$ cat src/rtl/correlation_pkg.sv
// correlation_pkg: tap weights, widths and FSM states shared by the correlator and its inverse.
package correlation_pkg;
  localparam int TAP_FAR    = 2;
  localparam int TAP_NEAR   = 3;
  localparam int TAP_LEAD   = 4;
  localparam int LEAD_SHIFT = 2;
  localparam int SAMP_W     = 8;
  localparam int ACC_W      = 16;
  localparam int RES_W      = 19;
  localparam int CNT_W      = 16;
  typedef enum logic [1:0] {IDLE, RUN, ERR} state_e;
endpackage

$ cat src/rtl/correlation_inverse_if.sv
// correlation_inverse_if: correlator-sample input stream and decoded-sample output bundle.
interface correlation_inverse_if #(parameter int CNT_W = correlation_pkg::CNT_W);
  logic [correlation_pkg::ACC_W-1:0]  y_in;
  logic                               y_valid;
  logic                               sof;
  logic [correlation_pkg::SAMP_W-1:0] x_out;
  logic                               x_valid;
  logic                               err_frac;
  logic                               err_range;
  logic [CNT_W-1:0]                   sample_cnt;
  logic                               busy;
  modport master (output y_in, y_valid, sof,
                  input  x_out, x_valid, err_frac, err_range, sample_cnt, busy);
  modport slave  (input  y_in, y_valid, sof,
                  output x_out, x_valid, err_frac, err_range, sample_cnt, busy);
endinterface

$ cat src/rtl/corr_inv_residual.sv
// corr_inv_residual: strips the history taps from Y, divides by the leading tap and clamps to a sample.
module corr_inv_residual #(
  parameter int TAP_NEAR   = correlation_pkg::TAP_NEAR,
  parameter int TAP_FAR    = correlation_pkg::TAP_FAR,
  parameter int LEAD_SHIFT = correlation_pkg::LEAD_SHIFT
) (
  input  logic [correlation_pkg::ACC_W-1:0]  y_i,
  input  logic [correlation_pkg::SAMP_W-1:0] h1_i,
  input  logic [correlation_pkg::SAMP_W-1:0] h2_i,
  output logic [correlation_pkg::SAMP_W-1:0] x_o,
  output logic                               frac_o,
  output logic                               range_o
);
  import correlation_pkg::*;
  logic signed [RES_W-1:0] r, q;
  logic                    over;
  // 19 bits hold -1275..65535 exactly, so the modular subtraction is the true signed residual
  assign r       = RES_W'(y_i) - RES_W'(TAP_NEAR) * RES_W'(h1_i) - RES_W'(TAP_FAR) * RES_W'(h2_i);
  assign q       = r >>> LEAD_SHIFT;
  assign over    = |q[RES_W-1:SAMP_W];
  assign x_o     = r[RES_W-1] ? '0 : over ? '1 : q[SAMP_W-1:0];
  assign frac_o  = |r[LEAD_SHIFT-1:0];
  assign range_o = r[RES_W-1] | over;
endmodule

$ cat src/rtl/correlation_inverse.sv
// correlation_inverse: recovers x[k] from the 3-tap correlator stream, with frame control and sticky error flags.
module correlation_inverse #(
  parameter int TAP_NEAR   = correlation_pkg::TAP_NEAR,
  parameter int TAP_FAR    = correlation_pkg::TAP_FAR,
  parameter int LEAD_SHIFT = correlation_pkg::LEAD_SHIFT,
  parameter int CNT_W      = correlation_pkg::CNT_W
) (
  input  logic                  clk,
  input  logic                  rst_n,
  correlation_inverse_if.slave  bus
);
  import correlation_pkg::*;
  state_e            state_q;
  logic [SAMP_W-1:0] h1_q, h2_q, x_q, h1e, h2e, x_d;
  logic              xv_q, ef_q, er_q, ef_d, er_d, frac, range_e, accept;
  logic [CNT_W-1:0]  cnt_q, cnt_d;
  assign accept = bus.y_valid & (bus.sof | (state_q != IDLE));
  assign h1e    = bus.sof ? '0 : h1_q;
  assign h2e    = bus.sof ? '0 : h2_q;
  corr_inv_residual #(.TAP_NEAR(TAP_NEAR), .TAP_FAR(TAP_FAR), .LEAD_SHIFT(LEAD_SHIFT)) u_res (
    .y_i(bus.y_in), .h1_i(h1e), .h2_i(h2e), .x_o(x_d), .frac_o(frac), .range_o(range_e)
  );
  // a new frame drops the old sticky state in the same cycle it decodes its first sample
  always_comb begin
    ef_d  = frac | (ef_q & ~bus.sof);
    er_d  = range_e | (er_q & ~bus.sof);
    cnt_d = bus.sof ? CNT_W'(1) : (&cnt_q) ? cnt_q : cnt_q + 1'b1;
  end
  always_ff @(posedge clk or negedge rst_n) begin
    if (!rst_n) begin
      state_q <= IDLE;
      h1_q    <= '0;
      h2_q    <= '0;
      x_q     <= '0;
      xv_q    <= 1'b0;
      ef_q    <= 1'b0;
      er_q    <= 1'b0;
      cnt_q   <= '0;
    end else begin
      xv_q <= accept;
      if (accept) begin
        x_q     <= x_d;
        h1_q    <= x_d;
        h2_q    <= h1e;
        ef_q    <= ef_d;
        er_q    <= er_d;
        cnt_q   <= cnt_d;
        state_q <= (ef_d | er_d) ? ERR : RUN;
      end
    end
  end
  assign bus.x_out      = x_q;
  assign bus.x_valid    = xv_q;
  assign bus.err_frac   = ef_q;
  assign bus.err_range  = er_q;
  assign bus.sample_cnt = cnt_q;
  assign bus.busy       = state_q != IDLE;
endmodule

$ cat src/flat_wrapper.sv
// flat-port wrapper written by rule: the top's interface ports become plain ports
module correlation_inverse_flat import correlation_pkg::*;
#(
  parameter int TAP_NEAR   = correlation_pkg::TAP_NEAR,
  parameter int TAP_FAR    = correlation_pkg::TAP_FAR,
  parameter int LEAD_SHIFT = correlation_pkg::LEAD_SHIFT,
  parameter int CNT_W      = correlation_pkg::CNT_W
)
  (clk, rst_n, bus_y_in, bus_y_valid, bus_sof, bus_x_out, bus_x_valid, bus_err_frac, bus_err_range, bus_sample_cnt, bus_busy);
  correlation_inverse_if #(.CNT_W(CNT_W)) bus_i ();
  input  logic clk;
  input  logic rst_n;
  input wire logic [$bits(bus_i.y_in)-1:0] bus_y_in;
  input wire logic [$bits(bus_i.y_valid)-1:0] bus_y_valid;
  input wire logic [$bits(bus_i.sof)-1:0] bus_sof;
  output wire logic [$bits(bus_i.x_out)-1:0] bus_x_out;
  output wire logic [$bits(bus_i.x_valid)-1:0] bus_x_valid;
  output wire logic [$bits(bus_i.err_frac)-1:0] bus_err_frac;
  output wire logic [$bits(bus_i.err_range)-1:0] bus_err_range;
  output wire logic [$bits(bus_i.sample_cnt)-1:0] bus_sample_cnt;
  output wire logic [$bits(bus_i.busy)-1:0] bus_busy;
  assign bus_i.y_in = bus_y_in;
  assign bus_i.y_valid = bus_y_valid;
  assign bus_i.sof = bus_sof;
  assign bus_x_out = bus_i.x_out;
  assign bus_x_valid = bus_i.x_valid;
  assign bus_err_frac = bus_i.err_frac;
  assign bus_err_range = bus_i.err_range;
  assign bus_sample_cnt = bus_i.sample_cnt;
  assign bus_busy = bus_i.busy;
  correlation_inverse #(.TAP_NEAR(TAP_NEAR), .TAP_FAR(TAP_FAR), .LEAD_SHIFT(LEAD_SHIFT), .CNT_W(CNT_W)) u_core (.clk(clk), .rst_n(rst_n), .bus(bus_i));
endmodule
$ cat config.mk
export PLATFORM = sky130hd
export DESIGN_NAME = correlation_inverse_flat
export DESIGN_NICKNAME = d
export VERILOG_FILES = /design/src/rtl/correlation_pkg.sv /design/src/rtl/correlation_inverse_if.sv /design/src/rtl/corr_inv_residual.sv /design/src/rtl/correlation_inverse.sv /design/src/flat_wrapper.sv
export SDC_FILE = /design/constraint.sdc
export NUM_CORES = 1
export LEC_CHECK = 0
export ABC_AREA = 1
export CAP_MARGIN = 0
export CORE_AREA = 5 5 92 94
export CTS_CLUSTER_DIAMETER = 200
export DETAILED_ROUTE_END_ITERATION = 10
export DIE_AREA = 0 0 97 99
export PLACE_DENSITY = 0.75
export SYNTH_ARGS = -nofsm -noshare
export SYNTH_HDL_FRONTEND = slang
export SYNTH_HIERARCHICAL = 1
export SYNTH_SLANG_ARGS = --single-unit
$ cat constraint.sdc
create_clock -name clk -period 3.41 [get_ports clk]
set_input_delay 0.341 -clock clk [delete_from_list [all_inputs] [get_ports clk]]
set_output_delay 0.341 -clock clk [all_outputs]
set_load 0.02 [all_outputs]
Word level (Yosys, flattened, before mapping)
Cells that the tools add are included.
{ "word_totals": {"reg_bits": 37, "input_bits": 20, "wordCells": 33} }
{ "classes": {"eq_ne": 1, "addsub": 3, "n_reduce_logical": 5, "mux": 7, "mul": 1, "bitwise": 9} }
{ "ops": {"columns": ["operator", "count"], "rows": [
  ["16-bit 2-to-1 mux", 2],
  ["8-bit 2-to-1 mux", 4],
  ["17-bit by 10-bit subtractor with 18-bit output", 1],
  ["16-bit by 10-bit subtractor with 17-bit output", 1],
  ["16-bit by 1-bit adder with 16-bit output, second input constant", 1],
  ["16-bit AND reduction", 1],
  ["2-bit by 8-bit multiplier with 10-bit output, first input constant", 1],
  ["9-bit OR reduction", 1],
  ["1-bit bitwise OR", 5],
  ["1-bit bitwise AND", 3],
  ["2-bit 2-to-1 mux", 1],
  ["2-bit inequality test, second input constant", 1],
  ["2-bit AND reduction", 1],
  ["2-bit nonzero test", 1],
  ["2-bit OR reduction", 1],
  ["1-bit NOT", 1]
]} }

Logic depth before layout (Yosys ltp)
Gate-level depths: netlist of run 1.
{ "depth": {"depth_word": 9, "mapped_depth": 28, "depth_no_buf": 27} }

Modules after synthesis
The synthesis of run 1 kept the hierarchy.
{ "modules_own_cells": {"columns": ["mod", "area_per_inst_um2", "n_inst", "seq_area_each_um2", "cells_per_inst"], "rows": [
  ["correlation_inverse", 1949.4, 1, 925.9, 250],
  ["corr_inv_residual", 1735.4, 1, 0.0, 300]
]} }

Worst setup path after synthesis of run 1
No wires, ideal clock.
{ "synth_path": {"path_kind": "input to register", "startpoint": "in bus_sof", "endpoint": "reg u_core.state_q[0]", "t_arrival_ps": 4120, "setup_ps": 77, "setup_slack_ps": -787, "cell_stages": 25, "required_ps": 3333, "path_cell_list": "buf_2 > buf_1 > nor2_1 > fa_1 > inv_1 > ha_1 > a21oi_1 > inv_1 > a21oi_1 > xnor2_1 > ha_1 > a21oi_1 > o21ai_0 > a21oi_1 > nand3_2 > nor2_2 > nand2_1 > nand2_1 > nand2_2 > nor2_4 > nand2_1 > o21bai_1 > nand2_1 > nand2_1 > a21oi_1"} }
{ "synth_between": {"elab_chain_len": 9, "word_cells_on_any_way": 17, "classes_between": "add/sub: 2; mul: 1; mux: 3; bitwise: 9; reduce/logical: 2"} }
{ "synth_lines": {"columns": ["element", "line", "source"], "rows": [
  ["from (decl)", "flat_wrapper.sv:15", "input wire logic [$bits(bus_i.sof)-1:0] bus_sof;"],
  ["8-bit 2-to-1 mux *", "correlation_inverse.sv:18", "assign h1e = bus.sof ? '0 : h1_q;"],
  ["named net u_core.h1e[6]", "correlation_inverse.sv:14", "logic [SAMP_W-1:0] h1_q, h2_q, x_q, h1e, h2e, x_d;"],
  ["2-bit by 8-bit multiplier with 10-bit output *", "corr_inv_residual.sv:18", "assign r = RES_W'(y_i) - RES_W'(TAP_NEAR) * RES_W'(h1_i) - RES_W'(TAP_FAR) * RES_W'(h2_i);"],
  ["16-bit by 10-bit subtractor with 17-bit output *", "corr_inv_residual.sv:18", null],
  ["17-bit by 10-bit subtractor with 18-bit output *", "corr_inv_residual.sv:18", null],
  ["9-bit OR reduction", "corr_inv_residual.sv:20", "assign over = |q[RES_W-1:SAMP_W];"],
  ["1-bit bitwise OR *", "corr_inv_residual.sv:23", "assign range_o = r[RES_W-1] | over;"],
  ["named net u_core.range_e", "correlation_inverse.sv:15", "logic xv_q, ef_q, er_q, ef_d, er_d, frac, range_e, accept;"],
  ["1-bit bitwise OR *", "correlation_inverse.sv:26", "er_d = range_e | (er_q & ~bus.sof);"],
  ["1-bit bitwise OR *", "correlation_inverse.sv:48", "state_q <= (ef_d | er_d) ? ERR : RUN;"],
  ["2-bit 2-to-1 mux *", "correlation_inverse.sv:48", null],
  ["to (signal assigned)", "correlation_inverse.sv:48", null],
  ["to (decl)", "correlation_inverse.sv:13", "state_e state_q;"]
]} }
Mark *: on every way through the listed nets, which the timed path passes. The rest lies on a longest branch.
A chain may end at the register's enable or synchronous reset.

==> results by group, run 1 <==
Drt
  – Via count: roughly 4,000
  – Vias per std cell: about 5
  – ANT nets after route: 0
  – Routed WL per cell: 12.4 um
  – TritonRoute pass-1 iters: 5
  – WL final: ~9800 um
  – DRC viols: 0
  – Initial DRC Count: about 180

Clocking
  – Clk sinks: 37
  – Clock buffer count from CTS: 5
  – Hold Buf Count CTS: 0
  – Worst-path clk slew: approximately 0.08 ns
  – Clock Path Buffers: 2
  – CTS tree: yes
  – H-tree depth: 2
  – Root Driver: clkbuf_8
  – Clk Latency, worst-skew pair: 0.29 ns

Run
  – Max cap viols: 0

GRT
  – Met2 usage: 0.394
  – Largest net degree at the start of global routing: 39
  – Total track usage: 0.200
  – First-pass GRT wire length: around 16,000 um
  – Initial antenna violation count: 0
  – Number of global-route vias before repair: approximately 3,800
  – GRT met3 Usage: 0.0262
  – GRT Max-Usage Layer: met2
  – Grt met1 use: 0.216
  – Gr ovfl total: 0

Critical path
  – CP max FO: 6
  – Crit path buffers/inverters: 6
  – Worst reg2reg path endpoint: u_core/bus.x_out[2]
  – Critical path required time: ~3.6 ns
  – Path depth of the worst reg2reg path: 26
  – CP max-delay cell: fa_1
  – CP arrival: around 4.2 ns
  – Startpoint type of the worst setup path: flop
  – Worst path max stage delay: a little under 0.6 ns
  – Critical Path Most Common Cell: nand2_1
  – Crit path depth: 26
  – Worst path top cell family by delay: simple AND/OR/NAND/NOR gates
  – R2R Setup Slk: -0.64 ns
  – CP Class: flop to flop
  – CP Capture Type: flop
  – FF-to-FF Start: u_core/bus.x_out[4]

Timing
  – Final setup vio count: 11
  – Final worst path period share: 1.19
  – Final worst slack: -0.643 ns
  – Final slew viol count: 0
  – Worst Tran Pin Value: about 0.83 ns
  – Fin. Hold Viols: 0
  – Slew headroom: 0.444
  – RSZ-0062 raised after global routing: yes
  – Final clock skew: approximately 0.015 ns
  – Hold slack: ~0.15 ns
  – Fin crit period: a little over 4 ns
  – Highest Clock Rate: 247 MHz

Yosys
  – Post-synthesis compound-gate area fraction: 0.0975
  – Asr flop ratio synth: 1.00
  – Post-Synth XOR/XNOR Area: 0.0499
  – Count of cell types in the netlist: 34
  – Syn Area/Cell: about 6.7 um2
  – Synth warn: 6
  – Number of synthesized flops with an enable pin: 0
  – Top FF cell, synth: dfrtp_1
  – Mux contribution to synthesized area: 0
  – Post-Synthesis Cells: 550
  – Mapped cell area: 3680 um2
  – Main combinational cell family by area after synthesis: simple AND/OR/NAND/NOR gates
  – Post-Synth Adder-Cell Area: 0.122
  – Mapped Nets: roughly 600
  – Simple-gate share of the synthesized area: 0.356
  – #FFs+latches synth: 37
  – Post-synthesis sequential area ratio: 0.251

Finish
  – Commonest cells after routing, fill and taps aside: 131 x nand2_1, 88 x inv_1, 81 x buf_4, 45 x clkdlybuf4s50_1, 40 x nor2_1
  – Area Growth Syn to Fin: 42.8%
  – Share of layout cells above drive strength 1: 0.307
  – Ant diodes: 0
  – Most common cell after layout, fill and taps aside: nand2_1
  – Nets: 733
  – Design Area, Final: roughly 5300 um2
  – Final non-filler cell total: about 790
  – Final Util: 0.695

Floorplanning
  – I/O pin cnt: 48
  – Die height: 99 um
  – Rows: 32
  – Die area: between 9000 and 10,000 um2
  – Die width: between 90 and 100 um
  – CORE AREA: around 7600 um2
  – Initial Utilization: 0.487

Placement
  – Hpwl dp: 7590 um
  – IO Port Bufs: 47
  – Area after DPL: between 4000 and 5000 um2
  – Placer Congestion: roughly 0.9
  – Placed insts: 764

Power
  – P_int: between 1.5 and 2 mW
  – LEAKAGE: between 2 and 3 nW
  – P_sw: around 1.5 mW
  – Seq pwr share: 0.156
  – PD cells: approximately 650 nW/um2
  – Design Power: between 3 and 4 mW
  – Clock network fraction of total power: 0.116
  – Share of total power in combinational logic: 0.728
  – Sw Ratio: 0.429
  – Max IR drop VDD: about 0.00046 V

Status
  – Failing checks: negative setup slack
  – Outcome: finished with violations

Hold path
  – Worst min path class: input port to asynchronous set/reset pin
[cells in the mapped netlist, drive strengths merged (3+ instances only)]
library cell / n / share of area
fa: 8 / 0.043
nor3: 4 / 0.0068
xor2: 13 / 0.031
nand3: 45 / 0.071
nor2: 61 / 0.075
inv: 106 / 0.11
o21bai: 4 / 0.0081
ha: 23 / 0.078
xnor2: 8 / 0.019
nand4: 8 / 0.014
o21ai: 34 / 0.054
a21oi: 16 / 0.023
nand2: 166 / 0.19
dfrtp: 37 / 0.25
clkbuf: 3 / 0.0031
buf: 5 / 0.012
[per-layer routing]
layer / vias to the layer above / share of wire / routed length (um)
met5: - / 0 / 0
met1: 1838 / 0.40 / 3870
met3: 26 / 0.041 / 400
li1: 1966 / - / -
met4: 0 / 0.031 / 303
met2: 115 / 0.53 / 5190
[area by class of cell]
type                            instances  area, um2
Multi-Input combinational cell        398       2550
Fill cell                             594       2310
Tap cell                              102        128
Clock buffer                            7       86.3
Clock inverter                          1       30.0
Sequential cell                        37        930
Timing Repair Buffer                  133       1130
Inverter                              107        402
[through the flow]
step	worst slack, ns	TNS [ns]
floorplan	-0.403	-3.67
global placement	-1.12	-11.95
detailed placement	-1.27	-13.58
CTS	-0.582	-5.74
global route	-0.855	-8.83
finish	-0.643	-6.43
[power by group through the flow]
stage          sequential (mW)  combinational (mW)  clock (mW)
2_1_floorplan            0.573                1.19           0
3_3_place_gp             0.534                2.01           0
3_5_place_dp             0.537                2.07           0
4_1_cts                  0.529                2.22       0.402
5_1_grt                  0.538                2.68       0.424
6_report                 0.530                2.47       0.394
[sequential cells by signal, indices dropped and copies added (netlist names)]
register,count
u_core/bus.sample_cnt,16
u_core/state_q,2
u_core/bus.x_valid,1
u_core/bus.err_frac,1
u_core/bus.x_out,8
u_core/bus.err_range,1
u_core/h2_q,8
[how the worst max path moves through the flow]
stage	slack, ns	to	from
2_1_floorplan	-0.40	u_core/state_q[0]	bus_sof
3_3_place_gp	-1.12	u_core/bus.x_out[2]	bus_sof
3_5_place_dp	-1.27	u_core/bus.x_out[2]	bus_sof
4_1_cts	-0.58	u_core/state_q[0]	u_core/bus.x_out[6]
5_1_grt	-0.86	u_core/state_q[0]	u_core/bus.x_out[3]
6_report	-0.64	u_core/bus.x_out[2]	u_core/bus.x_out[4]
[kinds of logic (layout without fill, tap and decap cells)]
family                     after synthesis  after routing
AOI/OAI and AO/OA                       60             60
DFF                                     37             37
adders and majority gates               31             31
and+or+nand+nor                        286            286
xor gates and xnor gates                21             21
buffers and inverters                  115            248
[timing repair]
item                                    CTS  global route
setup buffers                             8             5
pin swaps                                27            31
resized for setup                        31            38
endpoints found under the setup margin   11            11
No activity file was read; power rests on OpenSTA's default activity.
==> run 2, diff against run 1 <==
SETUP_SLACK_MARGIN = 0.5   (was not set)
==> results of run 2 <==
Final layout, timing and power as in run 1 (identical DEF).
==> run 3, diff against run 2 <==
CTS_CLUSTER_SIZE = 16   (was not set)
==> results of run 3 <==
Final layout, timing and power as in run 1 (identical DEF).
